**src/rtl/hazard_scoreboard.sv**
```systemverilog
// ID-stage load-use scoreboard: per-register countdown until the newest in-flight value
// becomes forwardable, with EX-flush restore and a saturating stall-cycle counter.
module hazard_scoreboard #(
    parameter int NUM_REGS = 32,
    parameter int CNT_W    = 2,
    parameter int ALU_LAT  = 0,
    parameter int LOAD_LAT = 1
) (
    input  logic        clk_i,
    input  logic        rst_i,
    input  logic        IDValid_i,
    input  logic [4:0]  IDRs1_i,
    input  logic [4:0]  IDRs2_i,
    input  logic        IDUseRs1_i,
    input  logic        IDUseRs2_i,
    input  logic        IDRegWrite_i,
    input  logic        IDMemRead_i,
    input  logic [4:0]  IDRd_i,
    input  logic        FlushID_i,
    input  logic        FlushEX_i,
    input  logic        Freeze_i,
    output logic        Stall_o,
    output logic        Busy_o,
    output logic [15:0] StallCount_o
);

    logic [CNT_W-1:0] cnt [NUM_REGS];
    logic             ex_valid;
    logic [4:0]       ex_rd;
    logic [CNT_W-1:0] ex_shadow;

    logic             hz1;
    logic             hz2;
    logic             issue;
    logic             wr;
    logic             restore_en;
    logic [CNT_W-1:0] load_val;

    function automatic logic [CNT_W-1:0] dec(input logic [CNT_W-1:0] v);
        return (v == '0) ? '0 : v - CNT_W'(1);
    endfunction

    always_comb begin
        hz1        = IDUseRs1_i && (IDRs1_i != 5'd0) && (cnt[IDRs1_i] != '0);
        hz2        = IDUseRs2_i && (IDRs2_i != 5'd0) && (cnt[IDRs2_i] != '0);
        Stall_o    = IDValid_i && !FlushID_i && !Freeze_i && (hz1 || hz2);
        issue      = IDValid_i && !FlushID_i && !Freeze_i && !Stall_o;
        wr         = issue && IDRegWrite_i && (IDRd_i != 5'd0);
        restore_en = FlushEX_i && ex_valid;
        load_val   = IDMemRead_i ? CNT_W'(LOAD_LAT) : CNT_W'(ALU_LAT);
    end

    always_comb begin
        Busy_o = 1'b0;
        for (int r = 1; r < NUM_REGS; r++) begin
            Busy_o = Busy_o | (cnt[r] != '0);
        end
    end

    // A new issue beats the flush restore, which beats the plain decrement; a freeze
    // holds every counter but still lets a flushed EX instruction hand back its register.
    always_ff @(posedge clk_i or negedge rst_i) begin
        if (!rst_i) begin
            for (int r = 0; r < NUM_REGS; r++) begin
                cnt[r] <= '0;
            end
        end else begin
            for (int r = 1; r < NUM_REGS; r++) begin
                if (!Freeze_i) begin
                    if (wr && (IDRd_i == 5'(r))) begin
                        cnt[r] <= load_val;
                    end else if (restore_en && (ex_rd == 5'(r))) begin
                        cnt[r] <= ex_shadow;
                    end else begin
                        cnt[r] <= dec(cnt[r]);
                    end
                end else if (restore_en && (ex_rd == 5'(r))) begin
                    cnt[r] <= ex_shadow;
                end
            end
        end
    end

    // ex_shadow is the count rd would have had if the EX instruction had never issued.
    always_ff @(posedge clk_i or negedge rst_i) begin
        if (!rst_i) begin
            ex_valid  <= 1'b0;
            ex_rd     <= 5'd0;
            ex_shadow <= '0;
        end else if (!Freeze_i) begin
            ex_valid <= wr;
            if (wr) begin
                ex_rd     <= IDRd_i;
                ex_shadow <= dec(cnt[IDRd_i]);
            end else begin
                ex_shadow <= dec(ex_shadow);
            end
        end else if (restore_en) begin
            ex_valid <= 1'b0;
        end
    end

    always_ff @(posedge clk_i or negedge rst_i) begin
        if (!rst_i) begin
            StallCount_o <= 16'd0;
        end else if (Stall_o && (StallCount_o != 16'hFFFF)) begin
            StallCount_o <= StallCount_o + 16'd1;
        end
    end

endmodule

```
**config.mk**
```make
export PLATFORM = sky130hd
export DESIGN_NAME = hazard_scoreboard
export DESIGN_NICKNAME = d
export VERILOG_FILES = /design/src/rtl/hazard_scoreboard.sv
export SDC_FILE = /design/constraint.sdc
export NUM_CORES = 1
export LEC_CHECK = 0
export ABC_CLOCK_PERIOD_IN_PS = 5650
export CAP_MARGIN = 10
export CELL_PAD_IN_SITES_DETAIL_PLACEMENT = 0
export CELL_PAD_IN_SITES_GLOBAL_PLACEMENT = 1
export CORE_MARGIN = 1.5
export CORE_UTILIZATION = 49
export DETAILED_ROUTE_END_ITERATION = 8
export PLACE_DENSITY = 0.87
export SYNTH_ARGS = -nofsm -noshare
export SYNTH_HDL_FRONTEND = slang
export SYNTH_SLANG_ARGS = --single-unit
export TNS_END_PERCENT = 50
```
**constraint.sdc**
```tcl
create_clock -name clk_i -period 5.65 [get_ports clk_i]
set_input_delay 1.695 -clock clk_i [delete_from_list [all_inputs] [get_ports clk_i]]
set_output_delay 1.695 -clock clk_i [all_outputs]
set_load 0.02 [all_outputs]
```
### After elaboration in Yosys (flattened, before gate mapping)

Index checks and enable logic that the tools add are counted.

* word-level logic and storage cells: 519
* output and inout bits: 18
* register bits after elaboration: 86
* bits of input ports: 25

* order comparisons: 3
* reductions and logical operators: 148
* equality and inequality tests: 95
* bitwise logic cells: 34
* $add $sub $neg: 34
* multiplexer cells: 170

Operators by type and width (count)
* 2-bit two-way mux: 164
* 5-bit equality test, second input constant: 32
* 5-bit by 4-bit equality test with 1-bit output, second input constant: 16
* 1-bit logical AND: 74
* 2-bit zero test: 33
* 2-bit nonzero test: 33
* 2-bit by 1-bit subtractor with 2-bit output, second input constant: 33
* 2-bit by 1-bit inequality test with 1-bit output, second input constant: 32
* 5-bit by 3-bit equality test with 1-bit output, second input constant: 8
* 2-bit binary-select mux with 5-bit select: 3
* 1-bit OR: 30
* 5-bit by 2-bit equality test with 1-bit output, second input constant: 4
* 6-bit greater-or-equal comparator, second input constant: 3
* 5-bit NOT with 6-bit output: 3
* 16-bit by 1-bit adder with 16-bit output, second input constant: 1
* 16-bit inequality test, second input constant: 1
* 5-bit nonzero test: 3
* 5-bit by 1-bit equality test with 1-bit output, second input constant: 2
* 1-bit zero test: 3
* 1-bit two-way mux: 3
* 2-bit AND reduction: 1
* 1-bit logical OR: 1
* 1-bit NOT: 1

### Longest topological paths before layout

Gate-level depths: netlist of run 1.

* word-level depth: 31
* depth in mapped cells: 12
* mapped depth without buffers: 8

### Worst setup path after synthesis of run 1

OpenSTA, ideal clock, no wires.

* kind: input -> output
* start: input IDRs2_i[1]
* end: output Stall_o
* data arrival time: 3.232 ns
* path slack: 0.723 ns
* stages: 6
* cell sequence: buf_2 -> mux4_2 -> a211o_1 -> o22ai_1 -> nor4_4 -> nor2b_1

* cells in the longest elaborated chain, start to end: 8
* elaborated cells between the ends (all ways): 10

Ends and longest elaborated chain
* start: declaration: line 13 `input logic [4:0] IDRs2_i,`
* 5-bit NOT with 6-bit output (implied by the code): line 45 `hz2 = IDUseRs2_i && (IDRs2_i != 5'd0) && (cnt[IDRs2_i] != '0);`
* 2-bit binary-select mux with 5-bit select: line 45
* 2-bit two-way mux (implied by the code) (2 in series): line 45
* 2-bit nonzero test: line 45
* 1-bit logical AND (*): line 45
* 1-bit logical OR (*): line 46 `Stall_o = IDValid_i && !FlushID_i && !Freeze_i && (hz1 || hz2);`
* 1-bit logical AND (*): line 46
* end: declaration: line 22 `output logic Stall_o,`

Every way passes the cells marked *; elsewhere a longest branch is shown, timed or not. The select of a mux whose other input is x is not followed.

### Final worst setup path of run 1

* start: input IDRs1_i[1]
* end: output Stall_o

* cells in the longest elaborated chain, start to end: 8
* elaborated cells between the ends (all ways): 10

Ends and longest elaborated chain
* start: declaration: line 12 `input logic [4:0] IDRs1_i,`
* 5-bit NOT with 6-bit output (implied by the code): line 44 `hz1 = IDUseRs1_i && (IDRs1_i != 5'd0) && (cnt[IDRs1_i] != '0);`
* 2-bit binary-select mux with 5-bit select: line 44
* 2-bit two-way mux (implied by the code) (2 in series): line 44
* 2-bit nonzero test: line 44
* 1-bit logical AND (*): line 44
* 1-bit logical OR (*): line 46
* 1-bit logical AND (*): line 46

Marks and branches as above.

==> results of run 1 <==
==> routing by layer <==
layer | global-route usage | vias to the layer above | part of all wire
met5 | 0 | - | 0
met4 | 0.145 | 0 | 0.038
met3 | 0.0680 | 81 | 0.11
met2 | 0.510 | 490 | 0.45
met1 | 0.469 | 3383 | 0.40
li1 | - | 3119 | -
==> layout make-up <==
type                            instances  area share
Clock buffer                           10      0.0315
Clock inverter                          6     0.00907
Inverter                               14     0.00693
Multi-Input combinational cell        649       0.552
Sequential cell                        86       0.284
Tap cell                              176      0.0290
Timing Repair Buffer                   75      0.0874
==> flip-flops by register name (all words and copies together), names as in the netlist <==
name and count:
cnt 62, StallCount_o 16, ex_rd 5, ex_valid 1
ex_shadow 2
==> stage by stage <==
stage | TNS [ps] | total power, W | cell area (um2)
after detailed placement | -273 | 0.00106 | 7240
after global placement | -276 | 0.00106 | 7240
after global routing | 0 | 0.00175 | 7580
final | 0 | 0.00169 | 7580
after CTS | 0 | 0.00168 | 7560
after floorplan | 0 | 0.000912 | 6660
==> cells in the mapped netlist, types with 3 or more instances <==
| cell type | n | area (um2) |
|---|---|---|
| sky130_fd_sc_hd__clkbuf_1 | 47 | 176 |
| sky130_fd_sc_hd__nor4b_1 | 4 | 35.0 |
| sky130_fd_sc_hd__and3_1 | 11 | 68.8 |
| sky130_fd_sc_hd__mux4_2 | 20 | 450 |
| sky130_fd_sc_hd__mux2i_1 | 10 | 100 |
| sky130_fd_sc_hd__nor3b_1 | 37 | 278 |
| sky130_fd_sc_hd__nor3_1 | 21 | 105 |
| sky130_fd_sc_hd__nand3_1 | 12 | 60.1 |
| sky130_fd_sc_hd__a31oi_1 | 18 | 113 |
| sky130_fd_sc_hd__and4_1 | 3 | 26.3 |
| sky130_fd_sc_hd__a211o_1 | 5 | 43.8 |
| sky130_fd_sc_hd__o21ai_1 | 4 | 20.0 |
| sky130_fd_sc_hd__a22oi_1 | 4 | 30.0 |
| sky130_fd_sc_hd__or2_2 | 4 | 25.0 |
| sky130_fd_sc_hd__dfrtp_1 | 86 | 2150 |
| sky130_fd_sc_hd__nor4_1 | 17 | 106 |
| sky130_fd_sc_hd__xnor2_1 | 14 | 123 |
| sky130_fd_sc_hd__a21o_1 | 3 | 22.5 |
| sky130_fd_sc_hd__a311oi_1 | 4 | 35.0 |
| sky130_fd_sc_hd__o41a_1 | 4 | 45.0 |
| sky130_fd_sc_hd__a211oi_1 | 34 | 255 |
| sky130_fd_sc_hd__nor2_1 | 100 | 375 |
| sky130_fd_sc_hd__o21ai_0 | 62 | 310 |
| sky130_fd_sc_hd__o31ai_1 | 4 | 30.0 |
| sky130_fd_sc_hd__o41ai_1 | 3 | 26.3 |
| sky130_fd_sc_hd__mux2_2 | 5 | 56.3 |
| sky130_fd_sc_hd__a21oi_1 | 67 | 335 |
| sky130_fd_sc_hd__nand4_1 | 21 | 131 |
| sky130_fd_sc_hd__o211ai_1 | 3 | 22.5 |
| sky130_fd_sc_hd__buf_2 | 12 | 60.1 |
| sky130_fd_sc_hd__nand2_1 | 74 | 278 |
| sky130_fd_sc_hd__o311a_1 | 9 | 90.1 |
| sky130_fd_sc_hd__and2_1 | 8 | 50.1 |
| sky130_fd_sc_hd__buf_1 | 6 | 22.5 |
| sky130_fd_sc_hd__o31a_1 | 4 | 35.0 |
| sky130_fd_sc_hd__a221oi_1 | 17 | 149 |
| sky130_fd_sc_hd__nor2b_1 | 9 | 56.3 |
| sky130_fd_sc_hd__inv_1 | 13 | 48.8 |
| sky130_fd_sc_hd__nand2b_1 | 9 | 56.3 |
==> power by group through the flow <==
stage	Sequential [W]	Clock, W	Combinational, W
3_5_place_dp	0.000719	0	0.000343
4_1_cts	0.000708	0.000629	0.000345
3_3_place_gp	0.000718	0	0.000341
6_report	0.000711	0.000623	0.000355
5_1_grt	0.000715	0.000654	0.000382
2_1_floorplan	0.000707	0	0.000205
==> path summary, 6_finish.rpt <==
check,from,to,slack (ps)
max in group asynchronous,rst_i,cnt[39],3330
min in group asynchronous,rst_i,cnt[36],1420
hold reg to reg,StallCount_o[6],StallCount_o[6],490
setup / recovery,IDRs1_i[1],Stall_o,170
hold / removal,StallCount_o[6],StallCount_o[6],490
setup reg to reg,cnt[38],cnt[60],2350
==> cells by family (layout without fill, tap and decap cells) <==
logic type	after synthesis	count (layout)
compound gates	253	253
simple gates	344	344
xor+xnor	15	15
mux	36	36
fa+ha+maj	1	1
flops	86	86
buf+inv	82	105
==> critical path: stages <==
cell	delay, ps
sky130_fd_sc_hd__clkdlybuf4s50_1	460
sky130_fd_sc_hd__buf_4	180
sky130_fd_sc_hd__and2b_1	240
sky130_fd_sc_hd__a221oi_1	280
sky130_fd_sc_hd__a32oi_1	120
sky130_fd_sc_hd__a31oi_2	270
sky130_fd_sc_hd__nor4_4	70
sky130_fd_sc_hd__buf_4	160
sky130_fd_sc_hd__nor2b_1	110
sky130_fd_sc_hd__clkbuf_2	180
==> what timing repair did <==
item / in CTS / in global routing
hold endpoints to repair: 0 / 0
pin swaps: 1 / 3
buffers inserted: 0 / 1
gates resized for setup: 4 / 7
endpoints found under the setup margin: 1 / 1
==> cell usage in the layout (no fill, tap or decap), drive strengths merged, types with 6 or more instances in the layout <==
| master | Yosys | routed |
|---|---|---|
| mux4 | 20 | 20 |
| inv | 13 | 15 |
| mux2 | 6 | 6 |
| a31oi | 18 | 18 |
| o21ai | 66 | 66 |
| nand3 | 12 | 12 |
| nor3b | 37 | 37 |
| a221oi | 17 | 17 |
| mux2i | 10 | 10 |
| xnor2 | 14 | 14 |
| nand2b | 9 | 9 |
| clkbuf | 47 | 11 |
| dfrtp | 86 | 86 |
| o311a | 9 | 9 |
| clkdlybuf4s50 | 0 | 36 |
| nor3 | 23 | 23 |
| nor4 | 18 | 18 |
| nand4 | 21 | 21 |
| and3 | 11 | 11 |
| nor2b | 9 | 9 |
| buf | 21 | 35 |
| nand2 | 75 | 75 |
| and2 | 8 | 8 |
| a21oi | 67 | 67 |
| nor2 | 102 | 102 |
| a211oi | 34 | 34 |
==> impl_table.tex, run 1 <==
\begin{tabular}{lr}
\hline
Metric & Value \\
\hline
\multicolumn{2}{l}{\textbf{Run status}} \\
Status & complete, no violations \\
\multicolumn{2}{l}{\textbf{Routing}} \\
First drt pass iteration count & 7 \\
Number of nets still failing antenna checks after routing & 0 \\
Routed wire per std cell & 23.4 um \\
Total vias in the final route & 7073 \\
Via density per instance & 6.96 \\
Violation count after the first detailed-routing iteration & 1020 \\
Post-detailed-routing wire length & 23800 um \\
DR DRC count & 0 \\
\multicolumn{2}{l}{\textbf{Layout}} \\
Synthesis-to-layout area growth & 13.9\% \\
Antenna diode count & 0 \\
Fillcell total & 1221 \\
Number of nets at the end of the flow & 861 \\
Seq. cell area & 2150 um2 \\
Area of combinational cells with multiple inputs & 4190 um2 \\
Final Non-Filler Cells & 1016 \\
Fraction of the core area covered by cells at the end of the flow & 0.573 \\
Share of final-layout standard cells stronger than drive strength 1 & 0.110 \\
\multicolumn{2}{l}{\textbf{Die}} \\
Horizontal die dimension & 120 um \\
Initial standard-cell utilization of the core & 0.503 \\
Die outline height & 120 um \\
IO Count & 43 \\
Std-Cell Rows & 42 \\
Placeable Area & 13200 um2 \\
Die Outline Area & 14300 um2 \\
\multicolumn{2}{l}{\textbf{Worst hold path}} \\
Path type of the worst min-delay path & flop to flop \\
Number of instances on the worst hold path & 1 \\
\multicolumn{2}{l}{\textbf{Timing}} \\
Peak clock frequency supported by timing & 182 MHz \\
Transition time of the tightest slew-check pin & 1190 ps \\
Final worst hold slack & 492 ps \\
Fin. Hold Viols & 0 \\
Smallest setup slack after layout & 168 ps \\
Slew Limit Headroom & 0.206 \\
Total of endpoints with negative setup slack in the final report & 0 \\
Part of the cycle the worst path needs & 0.970 \\
Shortest period the worst path allows & 5480 ps \\
Final Max Tran Viols & 0 \\
Clock Skew & 9.26 ps \\
Setup repair after global routing missed its margin & false \\
\multicolumn{2}{l}{\textbf{Power and ir drop}} \\
Relative contribution of combinational cells to total power & 0.210 \\
Switching power & 0.000543 W \\
Leak & 2.96 nW \\
Cell-internal power & 0.00115 W \\
VDD IR max & 0.245 mV \\
Part of the power in registers & 0.421 \\
Clock Power Share & 0.369 \\
Power Density & 223 nW/um2 \\
Switching part of the total & 0.322 \\
\multicolumn{2}{l}{\textbf{Synthesis}} \\
Fraction of the yosys area taken by sequential cells & 0.323 \\
Post-synthesis average cell area & 8.15 um2 \\
Flip-flop cell with the highest count after synthesis & sky130\_fd\_sc\_hd\_\_dfrtp\_1 \\
Synth Area in Adders & 0.00188 \\
Post-synthesis async set-or-reset flop share & 1.00 \\
Synthesized-area fraction occupied by ao, oa, aoi and oai cells & 0.245 \\
Post-Synthesis Net Count & 843 \\
Number of cells produced by synthesis & 817 \\
Synthesized flop and latch total & 86 \\
Mux share of post-synthesis cell area & 0.0929 \\
Number of synthesized flops with an enable pin & 0 \\
Area of the mapped netlist & 6660 um2 \\
Distinct cells, synth & 63 \\
Dominant combinational cell family by area after synthesis & simple AND/OR/NAND/NOR gates \\
Share of the synthesized netlist area taken by xor and xnor gates & 0.0197 \\
Yosys warns & 2 \\
Simple logic cell fraction of the synthesized area & 0.266 \\
\multicolumn{2}{l}{\textbf{Clock network}} \\
\# H-tree levels & 3 \\
Clock slew at the register clock pins of the worst setup and hold paths & 60 ps \\
Number of buffers between clock root and the deepest sink & 2 \\
TritonCTS sink count & 86 \\
Clock tree from TritonCTS & yes \\
Post-cts hold buffer count & 0 \\
Cell at the root of the clock tree & sky130\_fd\_sc\_hd\_\_clkbuf\_16 \\
Clock latency at the later pin of the worst-skew pair & 350 ps \\
Inserted Clock Buffers & 9 \\
\multicolumn{2}{l}{\textbf{Placement}} \\
Number of port buffers & 42 \\
Placed cells & 999 \\
Worst-case setup slack after placement & -273 ps \\
Routability Congestion & 1.08 \\
Dpl hpwl & 16900 um \\
\multicolumn{2}{l}{\textbf{Critical path}} \\
Reg2Reg Depth & 11 \\
Required time of the critical path & 3950 ps \\
Kind of start point of the critical path & input port \\
Setup CP Type & input port to output pin \\
Largest fanout on the critical path & 14 \\
Endpoint type of the worst setup path & output pin \\
CP Data Arrival Time & 3790 ps \\
\multicolumn{2}{l}{\textbf{Flow run}} \\
Max cap viols & 0 \\
\multicolumn{2}{l}{\textbf{GRT}} \\
Overflow left after global routing & 0 \\
Number of global-route vias before repair & 6563 \\
Antenna violations before repair & 0 \\
Largest net degree at the start of global routing & 106 \\
First-pass GRT wire length & 37000 um \\
Overall routing resource usage & 0.336 \\
\hline
\end{tabular}
(Power assumes the default switching activity.)
==> run 2, diff against run 1 <==
Settings changed: CORE_UTILIZATION 49 to 30, PLACE_DENSITY 0.87 to 0.58.
==> run 2 against run 1 <==
- register-to-register slack got worse by 70 ps
- worst setup slack got worse by 46 ps
- die area up 62%
- power up 4.4%
- sequential share of layout area down 0.46 points
- clock skew grew 2.6 ps
==> impl_table.tex, run 2 (synthesized netlist as in run 1, its figures left out) <==
\begin{tabular}{lr}
\hline
Metric & Value \\
\hline
\multicolumn{2}{l}{\textbf{Run status}} \\
Status & complete, no violations \\
\multicolumn{2}{l}{\textbf{GRT}} \\
Largest net degree at the start of global routing & 106 \\
Overflow left after global routing & 0 \\
Antenna violations before repair & 0 \\
Number of global-route vias before repair & 6729 \\
First-pass GRT wire length & 42300 um \\
Overall routing resource usage & 0.238 \\
\multicolumn{2}{l}{\textbf{Critical path}} \\
Required time of the critical path & 3950 ps \\
Register-to-register path setup slack & 2280 ps \\
Endpoint type of the worst setup path & output pin \\
Master of the slowest instance on the critical path & sky130\_fd\_sc\_hd\_\_clkdlybuf4s50\_1 \\
CP Data Arrival Time & 3830 ps \\
Setup CP Type & input port to output pin \\
Cell family contributing the most delay on the critical path & buffers and inverters \\
CP most frequent cell & sky130\_fd\_sc\_hd\_\_buf\_4 \\
Kind of start point of the critical path & input port \\
Delay of the slowest cell on the worst path & 460 ps \\
Critical path buffer and inverter count & 4 \\
Cells along the critical path & clkdlybuf4s50\_1, buf\_4, and2b\_1, a221oi\_1, a32oi\_1, a31oi\_2, nor4\_4, buf\_4, nor2b\_1, buf\_2 \\
Largest fanout on the critical path & 14 \\
\multicolumn{2}{l}{\textbf{Clock network}} \\
Post-cts hold buffer count & 0 \\
Number of buffers between clock root and the deepest sink & 2 \\
Clock tree from TritonCTS & yes \\
\# H-tree levels & 3 \\
TritonCTS sink count & 86 \\
Clock slew at the register clock pins of the worst setup and hold paths & 70 ps \\
Inserted Clock Buffers & 9 \\
Clock latency at the later pin of the worst-skew pair & 360 ps \\
Cell at the root of the clock tree & sky130\_fd\_sc\_hd\_\_clkbuf\_16 \\
\multicolumn{2}{l}{\textbf{Layout}} \\
Antenna diode count & 0 \\
Largest registers & cnt x62, StallCount\_o x16, ex\_rd x5 \\
Top register by number of flip-flops & cnt \\
Number of nets at the end of the flow & 858 \\
Synthesis-to-layout area growth & 15.9\% \\
Most common cell after layout, fill and taps aside & sky130\_fd\_sc\_hd\_\_nor2\_1 \\
Fillcell total & 2272 \\
Leading cell types in the layout, fill and taps excluded & sky130\_fd\_sc\_hd\_\_nor2\_1 (99), sky130\_fd\_sc\_hd\_\_dfrtp\_1 (84), sky130\_fd\_sc\_hd\_\_nand2\_1 (74), sky130\_fd\_sc\_hd\_\_a21oi\_1 (67), sky130\_fd\_sc\_hd\_\_o21ai\_0 (62) \\
Flip-flop count of the largest register, all copies and words added & 62 \\
Fraction of the core area covered by cells at the end of the flow & 0.353 \\
Final Non-Filler Cells & 1117 \\
Share of final-layout standard cells stronger than drive strength 1 & 0.108 \\
\multicolumn{2}{l}{\textbf{Routing}} \\
Post-detailed-routing wire length & 27800 um \\
Routed wire per std cell & 24.9 um \\
DR DRC count & 0 \\
First drt pass iteration count & 5 \\
Total vias in the final route & 6935 \\
Number of nets still failing antenna checks after routing & 0 \\
Via density per instance & 6.21 \\
Violation count after the first detailed-routing iteration & 718 \\
\multicolumn{2}{l}{\textbf{Die}} \\
Initial standard-cell utilization of the core & 0.305 \\
Die Outline Area & 23100 um2 \\
Placeable Area & 21800 um2 \\
Std-Cell Rows & 54 \\
IO Count & 43 \\
Die outline height & 152 um \\
Horizontal die dimension & 152 um \\
\multicolumn{2}{l}{\textbf{Timing}} \\
Final worst hold slack & 490 ps \\
Setup repair after global routing missed its margin & false \\
Slew Limit Headroom & 0.293 \\
Peak clock frequency supported by timing & 181 MHz \\
Total of endpoints with negative setup slack in the final report & 0 \\
Part of the cycle the worst path needs & 0.978 \\
Shortest period the worst path allows & 5530 ps \\
Clock Skew & 11.8 ps \\
Smallest setup slack after layout & 122 ps \\
Fin. Hold Viols & 0 \\
Final Max Tran Viols & 0 \\
Transition time of the tightest slew-check pin & 1060 ps \\
\multicolumn{2}{l}{\textbf{Power and ir drop}} \\
Leak & 2.95 nW \\
VDD IR max & 0.184 mV \\
Power Density & 229 nW/um2 \\
\multicolumn{2}{l}{\textbf{Placement}} \\
Placed cells & 1100 \\
Dpl hpwl & 19600 um \\
Number of port buffers & 42 \\
Routability Congestion & 0.900 \\
Worst-case setup slack after placement & -381 ps \\
\multicolumn{2}{l}{\textbf{Flow run}} \\
Max cap viols & 0 \\
\multicolumn{2}{l}{\textbf{Worst hold path}} \\
Path type of the worst min-delay path & flop to flop \\
\hline
\end{tabular}
run 2: stage by stage:
| stage | TNS [ps] | power [W] | area, um2 |
|---|---|---|---|
| 4_1_cts | 0 | 0.00177 | 7710 |
| 3_3_place_gp | -369 | 0.00108 | 7370 |
| 2_1_floorplan | 0 | 0.000912 | 6660 |
| 3_5_place_dp | -381 | 0.00108 | 7370 |
| 6_report | 0 | 0.00176 | 7710 |
| 5_1_grt | 0 | 0.00184 | 7710 |
run 2: area by class of cell:
cell class	count	area, um2	share of cell area
Multi-Input combinational cell	649	4190	0.543
Sequential cell	86	2150	0.279
Timing Repair Buffer	72	642	0.0832
Tap cell	280	350	0.0454
Clock buffer	9	225	0.0292
Clock inverter	7	103	0.0133
Inverter	14	52.6	0.00681
run 2: layer usage:
metal  vias up  routed length [um]  GRT usage
li1       3112                   -          -
met1      3477               12500      0.331
met2       290               12600      0.366
met3        56                1740     0.0371
met4         0                 983      0.103
met5         -                   0          0
run 2: worst paths after layout:
check,start,endpoint,depth (start not counted)
max,IDRs1_i[1],Stall_o,10
min,StallCount_o[11],StallCount_o[11],1
max reg2reg,cnt[36],cnt[19],11
min reg2reg,StallCount_o[11],StallCount_o[11],1
min in group asynchronous,rst_i,cnt[52],1
max in group asynchronous,rst_i,cnt[37],2
run 2: power breakdown:
| group | internal, W | switching (W) |
|---|---|---|
| Clock | 0.000395 | 0.000288 |
| Combinational | 0.000136 | 0.000230 |
| Sequential | 0.000649 | 0.0000640 |
| Total | 0.00118 | 0.000582 |
run 2: timing repair:
action,in CTS,in global routing
setup buffers,1,0
hold endpoints to repair,0,0
pin swaps,2,0
endpoints found under the setup margin,1,1
resized for setup,10,1
==> variant: new RTL, settings of run 2 <==
Register the output `StallCount_o` once more, without a reset; this adds one clock of latency there. The other outputs are not delayed to match.
--- a/src/rtl/hazard_scoreboard.sv
+++ b/src/rtl/hazard_scoreboard.sv
@@ -24,4 +24,6 @@
     output logic [15:0] StallCount_o
 );
+
+    logic [15:0] StallCount_s0;
 
     logic [CNT_W-1:0] cnt [NUM_REGS];
@@ -103,8 +105,12 @@
     always_ff @(posedge clk_i or negedge rst_i) begin
         if (!rst_i) begin
-            StallCount_o <= 16'd0;
-        end else if (Stall_o && (StallCount_o != 16'hFFFF)) begin
-            StallCount_o <= StallCount_o + 16'd1;
+            StallCount_s0 <= 16'd0;
+        end else if (Stall_o && (StallCount_s0 != 16'hFFFF)) begin
+            StallCount_s0 <= StallCount_s0 + 16'd1;
         end
+    end
+
+    always_ff @(posedge clk_i) begin
+        StallCount_o <= StallCount_s0;
     end
 
Check against the original RTL: not equivalent (Yosys sat finds a counterexample within 4 cycles, from zero or initial values and one cycle with rst_i low).
==> variant against run 2 <==
Sequential cell count increased by 16; worst setup slack got worse by 17 ps; die area increased by 6.3%; routed wire length decreased by 6.7%; area after synthesis increased by 6.5%; power increased by 1.8%; count of clock-buffer cells in the layout unchanged; cell area increased by 11%; largest cell class unchanged.
==> variant: results (changes against run 2) <==
* Pre-CTS setup slack at -485 ps (-104 ps)
* Post-Syn Nets at 859 (+1.9%)
* Outcome: completed
* Area of the multi-input gates at 0.00446 mm2 (+6.6%)
* Total GRT Usage at 21.8% (-2.0 points)
* Register area share after synthesis at 34.9% (+2.6 points)
* Placed cell areas at 0.00809 mm2 (+9.8%)
* Regs by FF count: cnt: 62 flops, StallCount_o: 16 flops, StallCount_s0: 16 flops
* WHS Path Cells at 0 (-1)
* Share of cells above drive strength 1 at 13.9% (+3.2 points)
* Commonest cells in the netlist: nor2_1 (89), a21oi_1 (88), dfrtp_1 (86), nand2_1 (73), o21ai_0 (71)
* Clock transition at path regs at 90 ps (+20 ps)
* Initial antenna violation count at 1 (+1)
* Mean post-synth cell area at 8.51 um2 (+4.4%)
* WP data arrival at 3850 ps (+20 ps)
* Initial DRC Count at 398 (-45%)
* Fin nets at 905 (+5.5%)
* Post-CTS setup buffers at 0 (-1)
* VDD IR-drop max at 0.171 mV (-7.2%)
* Static Leak at 3.64 nW (+24%)
* Vias at 6661 (-4.0%)
* Slew @ Worst Pin at 1050 ps (-14.5 ps)
* DR WL/cell at 21.6 um (-13%)
* # resized after CTS at 13 (+3)
* Hold Path Sink: StallCount_o[14]
variant: changes by cell type after synthesis, moves of 13 or more:
cell and change:
xnor2_1 -13, a221oi_1 -16, dfxtp_1 +16, nand3_1 +18
a211oi_1 -27, mux2_1 +21, a21oi_1 +21
variant: routing by layer:
metal	global-route usage [%]	part of all wire, %	vias up
met5	0	0.050	-
met4	6.39	1.8	2
met3	2.94	4.4	29
met2	35.0	46	186
met1	30.6	48	3267
li1	-	-	3177
variant: layout make-up:
type / instances / share of cell area, %
Multi-Input combinational cell: 666 / 52.3
Sequential cell: 102 / 29.0
Timing Repair Buffer: 91 / 10.0
Tap cell: 319 / 4.68
Clock buffer: 9 / 2.64
Clock inverter: 7 / 0.997
Inverter: 9 / 0.396
variant: worst reg2reg max path, stage by stage (launching register included):
cell and delay, ps:
dfrtp_1 460, nor2_1 420, a21oi_1 130, a2111o_1 430
o2111a_2 180, buf_4 140, nor4_4 300, buf_12 260
nand2_2 220, a311o_1 390
variant: where the power goes:
group          leakage, nW  internal (mW)  switching (mW)
Combinational         2.19          0.125           0.202
Clock                0.147          0.318           0.344
Sequential            1.31          0.763          0.0423
Total                 3.64           1.21           0.588
variant: worst max-delay path by stage:
stage,startpoint,end,slack [ps],cells past startpoint
final,IDRs2_i[1],Stall_o,100,11
after global routing,IDRs2_i[1],Stall_o,1,11
after CTS,IDRs1_i[0],Stall_o,80,12
after detailed placement,IDRs2_i[0],Stall_o,-490,10
after global placement,IDRs2_i[0],Stall_o,-470,10
after floorplan,IDRs2_i[0],Stall_o,440,8
variant: cell families after synthesis:
logic type / share of synthesized area, %
compound gates: 18.1
xor+xnor: 1.73
fa+ha+maj: 0.177
buf+inv: 3.64
flops: 34.9
mux: 15.2
simple gates: 26.2
